## src/rtl/pool_sequencer.sv

```systemverilog
// Pooling-stage sequencer for the systolic array output path.
// Max-pools consecutive result rows per lane over a 1/2/4-row window.
//
// Ports:
//   clk, reset (async, active-low)
//   start              : one-cycle pulse, begins a run when idle
//   enable_pool        : 1 = pool, 0 = bypass (window of 1)
//   pool_window        : 00=1, 01=2, 10/11=4
//   num_rows           : total input rows of the run
//   validity_mask      : lane i forced to 0 on output when bit i is 0
//   in_data_available  : inp_data valid this cycle
//   inp_data           : input row, lane i at [i*DWIDTH +: DWIDTH]
//   out_data           : pooled row, held between pulses
//   out_data_available : one-cycle pulse per pooled row
//   done_pool          : sticky run-complete flag
//   busy               : run in progress
module pool_sequencer #(
    parameter int MAT_MUL_SIZE = 4,
    parameter int DWIDTH       = 8,
    parameter int MASK_WIDTH   = 4,
    parameter int ROW_CNT_W    = 8
) (
    input  logic                           clk,
    input  logic                           reset,
    input  logic                           start,
    input  logic                           enable_pool,
    input  logic [1:0]                     pool_window,
    input  logic [ROW_CNT_W-1:0]           num_rows,
    input  logic [MASK_WIDTH-1:0]          validity_mask,
    input  logic                           in_data_available,
    input  logic [MAT_MUL_SIZE*DWIDTH-1:0] inp_data,
    output logic [MAT_MUL_SIZE*DWIDTH-1:0] out_data,
    output logic                           out_data_available,
    output logic                           done_pool,
    output logic                           busy
);

    localparam int RW = MAT_MUL_SIZE * DWIDTH;

    typedef enum logic [1:0] {
        S_IDLE,
        S_ACCUM,
        S_FINISH
    } state_e;

    state_e                 state_q, state_d;
    logic [2:0]             win_q, win_d;
    logic [ROW_CNT_W-1:0]   num_q, num_d;
    logic [MASK_WIDTH-1:0]  mask_q, mask_d;
    logic [ROW_CNT_W-1:0]   row_cnt_q, row_cnt_d;
    logic [1:0]             win_cnt_q, win_cnt_d;
    logic [RW-1:0]          acc_q, acc_d;
    logic [RW-1:0]          out_q, out_d;
    logic                   vld_q, vld_d;
    logic                   done_q, done_d;
    logic                   busy_q, busy_d;

    logic [RW-1:0]          acc_new;
    logic [RW-1:0]          acc_masked;
    logic [2:0]             win_start;
    logic                   last_row;
    logic                   win_close;

    // Effective window decoded once at start; bypass collapses to 1.
    always_comb begin
        win_start = 3'd1;
        if (enable_pool) begin
            unique case (pool_window)
                2'b00:   win_start = 3'd1;
                2'b01:   win_start = 3'd2;
                default: win_start = 3'd4;
            endcase
        end
    end

    // First row of a window seeds the accumulator; later rows max in.
    // Ties keep the stored value.
    always_comb begin
        acc_new    = acc_q;
        acc_masked = '0;
        for (int i = 0; i < MAT_MUL_SIZE; i++) begin
            if (win_cnt_q == 2'd0) begin
                acc_new[i*DWIDTH +: DWIDTH] = inp_data[i*DWIDTH +: DWIDTH];
            end else if ($signed(inp_data[i*DWIDTH +: DWIDTH]) >
                         $signed(acc_q[i*DWIDTH +: DWIDTH])) begin
                acc_new[i*DWIDTH +: DWIDTH] = inp_data[i*DWIDTH +: DWIDTH];
            end
            if (mask_q[i]) begin
                acc_masked[i*DWIDTH +: DWIDTH] = acc_new[i*DWIDTH +: DWIDTH];
            end
        end
    end

    assign last_row  = (row_cnt_q == num_q - ROW_CNT_W'(1));
    assign win_close = ({1'b0, win_cnt_q} == win_q - 3'd1) || last_row;

    always_comb begin
        state_d   = state_q;
        win_d     = win_q;
        num_d     = num_q;
        mask_d    = mask_q;
        row_cnt_d = row_cnt_q;
        win_cnt_d = win_cnt_q;
        acc_d     = acc_q;
        out_d     = out_q;
        vld_d     = 1'b0;
        done_d    = done_q;
        busy_d    = busy_q;
        unique case (state_q)
            S_IDLE: begin
                if (start) begin
                    win_d     = win_start;
                    num_d     = num_rows;
                    mask_d    = validity_mask;
                    row_cnt_d = '0;
                    win_cnt_d = '0;
                    done_d    = 1'b0;
                    busy_d    = 1'b1;
                    state_d   = (num_rows == '0) ? S_FINISH : S_ACCUM;
                end
            end
            S_ACCUM: begin
                if (in_data_available) begin
                    acc_d     = acc_new;
                    row_cnt_d = row_cnt_q + ROW_CNT_W'(1);
                    win_cnt_d = win_cnt_q + 2'd1;
                    if (win_close) begin
                        win_cnt_d = '0;
                        out_d     = acc_masked;
                        vld_d     = 1'b1;
                    end
                    if (last_row) begin
                        state_d = S_FINISH;
                    end
                end
            end
            S_FINISH: begin
                done_d  = 1'b1;
                busy_d  = 1'b0;
                state_d = S_IDLE;
            end
            default: begin
                state_d = S_IDLE;
                busy_d  = 1'b0;
            end
        endcase
    end

    always_ff @(posedge clk or negedge reset) begin
        if (!reset) begin
            state_q <= S_IDLE;
        end else begin
            state_q <= state_d;
        end
    end

    always_ff @(posedge clk or negedge reset) begin
        if (!reset) begin
            win_q     <= 3'd1;
            num_q     <= '0;
            mask_q    <= '0;
            row_cnt_q <= '0;
            win_cnt_q <= '0;
            acc_q     <= '0;
            out_q     <= '0;
            vld_q     <= 1'b0;
            done_q    <= 1'b0;
            busy_q    <= 1'b0;
        end else begin
            win_q     <= win_d;
            num_q     <= num_d;
            mask_q    <= mask_d;
            row_cnt_q <= row_cnt_d;
            win_cnt_q <= win_cnt_d;
            acc_q     <= acc_d;
            out_q     <= out_d;
            vld_q     <= vld_d;
            done_q    <= done_d;
            busy_q    <= busy_d;
        end
    end

    assign out_data           = out_q;
    assign out_data_available = vld_q;
    assign done_pool          = done_q;
    assign busy               = busy_q;

endmodule

```

## config.mk

```make
export PLATFORM = sky130hd
export DESIGN_NAME = pool_sequencer
export DESIGN_NICKNAME = d
export VERILOG_FILES = /design/src/rtl/pool_sequencer.sv
export SDC_FILE = /design/constraint.sdc
export NUM_CORES = 1
export LEC_CHECK = 0
export BUFFER_PORTS_ARGS = -buffer_cell sky130_fd_sc_hd__buf_2
export CAP_MARGIN = 5
export CORE_ASPECT_RATIO = 0.5
export CORE_MARGIN = 2
export CORE_UTILIZATION = 25
export CTS_BUF_LIST = sky130_fd_sc_hd__clkbuf_16
export CTS_CLUSTER_SIZE = 25
export DETAILED_ROUTE_END_ITERATION = 8
export PLACE_DENSITY = 0.48
export SLEW_MARGIN = 10
export SYNTH_ARGS = -nofsm -noshare
export SYNTH_HDL_FRONTEND = slang
export SYNTH_SLANG_ARGS = --single-unit
export TNS_END_PERCENT = 50
```

## constraint.sdc

```tcl
create_clock -name clk -period 2.7 [get_ports clk]
set_input_delay 0.405 -clock clk [delete_from_list [all_inputs] [get_ports clk]]
set_output_delay 0.405 -clock clk [all_outputs]
set_load 0.02 [all_outputs]
```

==> run metrics, run 1 <==
hold crit path type=in -> async; synth warn=0; Peak Freq=about 0.4 GHz; DRC=0; GRT Util Overall=about an eighth; post-synth top area share=44.5%; placeable core region=20500 sq um; hold slack=-0.00269 ns; Psw=slightly above 3 mW; Setup Viol. Count Final=0; Critical Path Start=num_q[1]$_DFFE_PN0P_; Worst-path clk slew=0.07 ns; via count=slightly above 4000; Rel. slew slack=52.5%; Mapped Area=~5200 sq um; Setup crit start kind=flop; # nets final=roughly 700; Layout Area Growth over Synthesis=21.0%; mean post-synth cell area=approximately 10 sq um; DP Worst Slack=approximately 0.16 ns; CTS H-tree depth=3; initial antenna violation count=0; most common flop cell mapped by yosys=dfrtp_1; Top Ports=86; Worst setup EP type=flop; row cnt=37; layout cell share with drive strength beyond 1=between 20% and 30%; GRT overflow=0; Port Buffer Count=between 80 and 90; EDFF count, synth=0; pwr dens=1170 nW/um^2; worst r2r dst=out_data[3]$_DFFE_PN0P_; critical setup path kind=reg -> reg; setup TNS=0 ns; status=finished with violations; commonest cells in the netlist=dfrtp_1, inv_1, nand2_1; ant diodes=0; CP endpoint=out_data[3]$_DFFE_PN0P_; Reg-to-Reg Start=num_q[1]$_DFFE_PN0P_; Synth Instances=517; Synth area leaders=dfrtp_1, ha_1, mux2_2, mux2i_1, inv_1; RSZ-0062 raised after global routing=false; Detail Route Antenna Nets=0; post-synth cell types=50; Die Area=22200 sq um; Sink Count=94; largest net degree at the start of global routing=66; CP required=approximately 2.9 ns; Clock power frac=between 10% and 20%; Lkg Pwr=approximately 3.0 nW; ys async rst share=100%; Post-CTS Setup Repair Bufs=0; sequential fraction of the synthesis area=45.0%; clk root buf=clkbuf_16; Die Y=about 110 microns; initial drt markers=between 150 and 200; DR vias/cell=between 4 and 5; WP data arrival=~2.8 ns; Reg area=between 2000 and 2500 sq um; area leader, netlist=dfrtp_1; multi-input combinational cell area=about 2500 sq um; PnR worst setup slack=0.140 ns; Slew Limit Fails=0; Die Wd=about 210 microns; clk buf depth=2; synthesized flop and latch total=between 90 and 100; final hold viol count=1; vias in the first global route=~4100; CTS tree=built; TritonRoute pass-1 iters=4; drt wl/cell=around 15 microns; Internal Power=roughly 4.3 mW; number of buffers created by CTS=9; post-route clock period utilization=94.8%; syn_nets=604; Layout fillers=about 2100; Final Critical Period=around 2.6 ns; first-pass GRT wire length=21.8 mm; R2R cell count=7; routability cong.=between 0.7 and 0.8; R2R Setup Slk=0.14 ns; crit-path max FO=30; Switching Share=about 41%; Worst-Skew Late Latency=about 0.34 ns; overall routed net length=13.2 mm; Slew @ Worst Pin=around 0.7 ns; max cap viols=0; Post-DP HPWL=around 9.7 mm; Max VDD drop=slightly below 0.6 mV; clk_skew=0.00665 ns; most frequent cell after synthesis=dfrtp_1; sequential share of power=roughly a third; Initial Util=about a quarter; Comb pwr share=50.1%; failing checks=hold timing
==> worst min-delay path by stage <==
stage | end | slack (ns) | depth (start not counted)
after detailed placement | num_q[3]$_DFFE_PN0P_ | 0.38 | 1
after floorplan | acc_q[0]$_DFFE_PN0P_ | 0.11 | 0
final | num_q[3]$_DFFE_PN0P_ | -0.003 | 1
after global placement | num_q[3]$_DFFE_PN0P_ | 0.37 | 1
after global routing | num_q[3]$_DFFE_PN0P_ | 0.02 | 1
after CTS | num_q[3]$_DFFE_PN0P_ | 0.008 | 1
==> cell type report <==
type	instances	share of cell area [%]
multi-input cells	325	39.3
clock buffers	9	3.56
clock inverters	6	0.870
repair buffers	99	9.02
flip-flops and latches	94	37.2
inverters	79	4.69
well taps	273	5.40
==> routing by layer <==
layer | vias to the layer above | global-route usage (%) | part of all wire [%] | routed length, microns
met4 | 0 | 3.13 | 0.88 | 117
li1 | 2000 | - | - | -
met3 | 11 | 2.75 | 2.8 | 376
met5 | - | 0 | 0 | 0
met2 | 40 | 19.4 | 44 | 5860
met1 | 1976 | 17.5 | 52 | 6890
==> flip-flops by register name, summed over array words and instances, names as in the netlist <==
name	cells
out_data_available	1
acc_q	32
state_q	2
out_data	32
num_q	8
win_q	3
done_pool	1
mask_q	4
win_cnt_q	2
busy	1
row_cnt_q	8
==> kinds of logic after synthesis <==
family                     synth area share [%]
AOI/OAI and AO/OA                          13.1
xor gates and xnor gates                   1.84
adders and majority gates                  8.61
buffers and inverters                      7.59
DFF                                        45.0
muxes                                      12.4
and+or+nand+nor                            11.5
==> per-stage QoR <==
step / utilization (%) / cell area (sq um) / std cells / power (mW)
6_report: 30.8 / 6330 / 885 / 7.41
5_1_grt: 30.8 / 6330 / 885 / 8.01
4_1_cts: 30.8 / 6320 / 885 / 7.50
3_5_place_dp: 29.5 / 6040 / 870 / 6.22
3_3_place_gp: 29.5 / 6040 / 870 / 6.14
2_1_floorplan: - / 5230 / 517 / 5.06
==> power by group through the flow <==
stage | logic (mW) | clock network, mW | registers, mW
2_1_floorplan | 2.54 | 0 | 2.52
3_3_place_gp | 3.69 | 0 | 2.45
3_5_place_dp | 3.75 | 0 | 2.47
4_1_cts | 3.76 | 1.29 | 2.45
5_1_grt | 4.14 | 1.34 | 2.53
6_report | 3.71 | 1.25 | 2.44
==> critical path, stage by stage, from the launching register on <==
cell and delay, ns:
dfrtp_1 0.40, or4_4 0.56, or3_1 0.31, and4b_1 0.22, or3_4 0.40, a21oi_4 0.18
buf_12 0.23, o32ai_1 0.13
==> cell usage in the layout, fill, tap and decap left out, types with 5 or more instances in the layout <==
master,Yosys,final
nand2_1,52,52
buf_4,0,12
ha_1,36,36
a21oi_1,19,19
inv_1,79,80
o32ai_1,32,32
nor2_1,14,14
mux2_2,29,29
mux2i_1,32,32
clkbuf_16,0,9
nor4_1,5,5
o21ai_0,27,27
xor2_1,6,6
nor3_1,5,5
nand4_1,12,12
buf_2,5,84
xnor2_1,5,5
dfrtp_1,93,93
==> repair_timing <==
action,CTS,global route
endpoints found under the setup margin,0,1
gates resized for setup,0,1
hold buffers,0,0
Power figures use the tool's default switching activity.
==> run 2: changes to the inputs <==
--- a/config.mk
+++ b/config.mk
@@ -5,6 +5,7 @@
 export SDC_FILE = /design/constraint.sdc
 export NUM_CORES = 1
 export LEC_CHECK = 0
+export ABC_AREA = 1
 export BUFFER_PORTS_ARGS = -buffer_cell sky130_fd_sc_hd__buf_2
 export CAP_MARGIN = 5
 export CORE_ASPECT_RATIO = 0.5
==> run metrics, run 2 <==
simple logic cell fraction of the synthesized area=31.9% (was 11.5%); hold crit path type=in -> reg (was in -> async); Final Critical Period=2.27 ns (was 2.56 ns); Synth Instances=738 (was 517); Critical Path Start=num_q[0]$_DFFE_PN0P_ (was num_q[1]$_DFFE_PN0P_); commonest cells in the netlist=nand2_1, inv_1, dfrtp_1 (was dfrtp_1, inv_1, nand2_1); CTS tree=built (unchanged); Mapped Area=5440 sq um (was 5230 sq um); most common flop cell mapped by yosys=dfrtp_1 (unchanged); Worst setup EP type=flop (unchanged); DRC=0 (unchanged); Post-Synth Adder-Cell Area=8.28% (was 8.61%); synthesized flop and latch total=94 (unchanged); hold slack=0.265 ns (was -0.00269 ns); initial antenna violation count=0 (unchanged); max cap viols=0 (unchanged); Synth Area in Compound Gates=6.78% (was 13.1%); commonest non-fill, non-tap cells in the layout=nand2_1, inv_1, dfrtp_1, buf_2, nand3_1 (was dfrtp_1, buf_2, inv_1, nand2_1, ha_1); final hold viol count=0 (was 1); ant diodes=0 (unchanged); CP required=2.98 ns (was 2.91 ns); Top Ports=86 (unchanged); GRT overflow=0 (unchanged); Die Area=23000 sq um (was 22200 sq um); Worst-path clk slew=0.07 ns (about the same); R2R Setup Slk=0.43 ns (was 0.14 ns); Peak Freq=0.440 GHz (was 0.391 GHz); via count=4755 (was 4027); hold_sp=pool_window[1]; largest net degree at the start of global routing=44 (was 66); DR vias/cell=4.20 (was 4.55); most frequent cell after synthesis=nand2_1 (was dfrtp_1); Worst-Skew Late Latency=0.34 ns (about the same); overall routed net length=13.5 mm (was 13.2 mm); status=completed (was finished with violations); Post-CTS Setup Repair Bufs=0 (unchanged); initial drt markers=274 (was 197); Detail Route Antenna Nets=0 (unchanged); ys async rst share=100% (unchanged); Layout fillers=2405 (was 2119); # nets final=913 (was 695); worst hold path depth=2; Rel. slew slack=67.5% (was 52.5%); Non-Filler Instances=1131 (was 885); Layout Area Growth over Synthesis=20.0% (was 21.0%); layout cell share with drive strength beyond 1=15.0% (was 25.3%); synth warn=0 (unchanged); Slew Limit Fails=0 (unchanged); placed insts=1114 (was 870); Reg-to-Reg Start=num_q[0]$_DFFE_PN0P_ (was num_q[1]$_DFFE_PN0P_); clk buf depth=2 (unchanged); Synth area leaders=dfrtp_1, nand2_1, ha_1, inv_1, nand3_1 (was dfrtp_1, ha_1, mux2_2, mux2i_1, inv_1); TritonRoute pass-1 iters=5 (was 4); Total Power=4.69 mW (was 7.41 mW); worst r2r dst=out_data[13]$_DFFE_PN0P_ (was out_data[3]$_DFFE_PN0P_); CTS H-tree depth=3 (unchanged); post-cts resize count=0 (unchanged); mux contribution to synthesized area=0% (was 12.4%); setup TNS=0 ns (unchanged); post-synth cell types=35 (was 50); pwr dens=719 nW/um^2 (was 1170 nW/um^2); clk root buf=clkbuf_16 (unchanged); Slew @ Worst Pin=0.487 ns (was 0.710 ns); area leader, netlist=dfrtp_1 (unchanged); WP data arrival=2.55 ns (was 2.77 ns); EDFF count, synth=0 (unchanged); Sink Count=94 (unchanged); Die Wd=213 microns (was 209 microns); first-pass GRT wire length=23.3 mm (was 21.8 mm); mean post-synth cell area=7.37 sq um (was 10.1 sq um); Initial Util=25.3% (was 25.5%); largest family of logic cells by synthesized area=simple AND/OR/NAND/NOR gates (was compound AO/OA/AOI/OAI gates); sequential fraction of the synthesis area=43.3% (was 45.0%); Worst Hold End=win_q[1]$_DFFE_PN0P_; post-synthesis xor/xnor area fraction=1.29% (was 1.84%); Port Buffer Count=85 (unchanged); GRT Util Overall=12.6% (was 12.4%); Post-DP HPWL=10.1 mm (was 9.68 mm); leading cell type in the layout, fill and taps excluded=nand2_1 (was dfrtp_1); drt wl/cell=12.0 microns (was 15.0 microns); critical setup path kind=reg -> reg (unchanged); Lkg Pwr=3.64 nW (was 3.01 nW); Max VDD drop=0.272 mV (was 0.580 mV); number of buffers created by CTS=9 (unchanged); clk_skew=0.0115 ns (was 0.00665 ns); R2R cell count=14 (was 7); crit-path max FO=26 (was 30); post-synth top area share=42.8% (was 44.5%); Setup crit start kind=flop (unchanged); routability cong.=0.817 (was 0.743); post-route clock period utilization=84.2% (was 94.8%); syn_nets=825 (was 604); placeable core region=21500 sq um (was 20500 sq um); Setup Viol. Count Final=0 (unchanged); RSZ-0062 raised after global routing=false (unchanged); Die Y=108 microns (was 106 microns); vias in the first global route=4742 (was 4085); row cnt=38 (was 37)
## run 2: kinds of logic (layout without fill, tap and decap cells)
logic type	after synthesis	in the layout
compound gates	64	64
fa+ha+maj	36	36
flops	94	94
simple gates	422	422
xor+xnor	8	8
buf+inv	114	207
## run 2: metal layers
layer / vias to the layer above / global-route usage (%) / share of wire (%)
li1: 2495 / - / -
met1: 2213 / 16.9 / 50
met2: 41 / 21.5 / 47
met3: 6 / 2.35 / 2.6
met4: 0 / 2.10 / 0.50
met5: - / 0 / 0
## run 2: worst max-delay path by stage
stage                               end  slack, ns  cells after the start
6_report       out_data[13]$_DFFE_PN0P_       0.43                     14
5_1_grt         out_data[9]$_DFFE_PN0P_       0.12                     14
4_1_cts        out_data[13]$_DFFE_PN0P_       0.39                     14
3_5_place_dp   out_data[30]$_DFFE_PN0P_       0.41                     10
3_3_place_gp   out_data[19]$_DFFE_PN0P_       0.42                     14
2_1_floorplan  out_data[25]$_DFFE_PN0P_       0.83                     14
## run 2: timing repair
action | in CTS | in global routing
setup endpoints to repair | 0 | 0
endpoints found under the hold margin | 4 | 0
hold buffers | 1 | 0
## run 2: metrics by stage
stage	utilization (%)	area (sq um)	setup slack, ns
2_1_floorplan	-	5440	0.831
3_3_place_gp	29.0	6220	0.418
3_5_place_dp	29.0	6220	0.411
4_1_cts	30.4	6530	0.392
5_1_grt	30.4	6530	0.122
6_report	30.4	6530	0.427
## run 2: cell type report
type	instances	area [sq um]	area share, %
well taps	300	375	5.75
multi-input cells	530	2630	40.2
flip-flops and latches	94	2350	36.0
repair buffers	95	518	7.93
clock inverters	7	70.1	1.07
clock buffers	9	225	3.45
inverters	96	362	5.54
## run 2: power by group
group	switching (mW)	internal [mW]	total (mW)
sequential	0.206	1.69	1.89
clock	0.563	0.719	1.28
combinational	1.00	0.518	1.52
total	1.77	2.92	4.69
## run 2: critical path, stage by stage, from the launching register on
cell,delay (ns)
dfrtp_1,0.40
inv_1,0.10
ha_1,0.25
or2_1,0.25
nand2_1,0.06
nand2_1,0.05
nand2_1,0.05
nand3_1,0.07
nor2_1,0.08
nand2_1,0.09
nand2_2,0.09
nand2_4,0.22
nor2_4,0.32
nand2_1,0.09
nand2_1,0.06
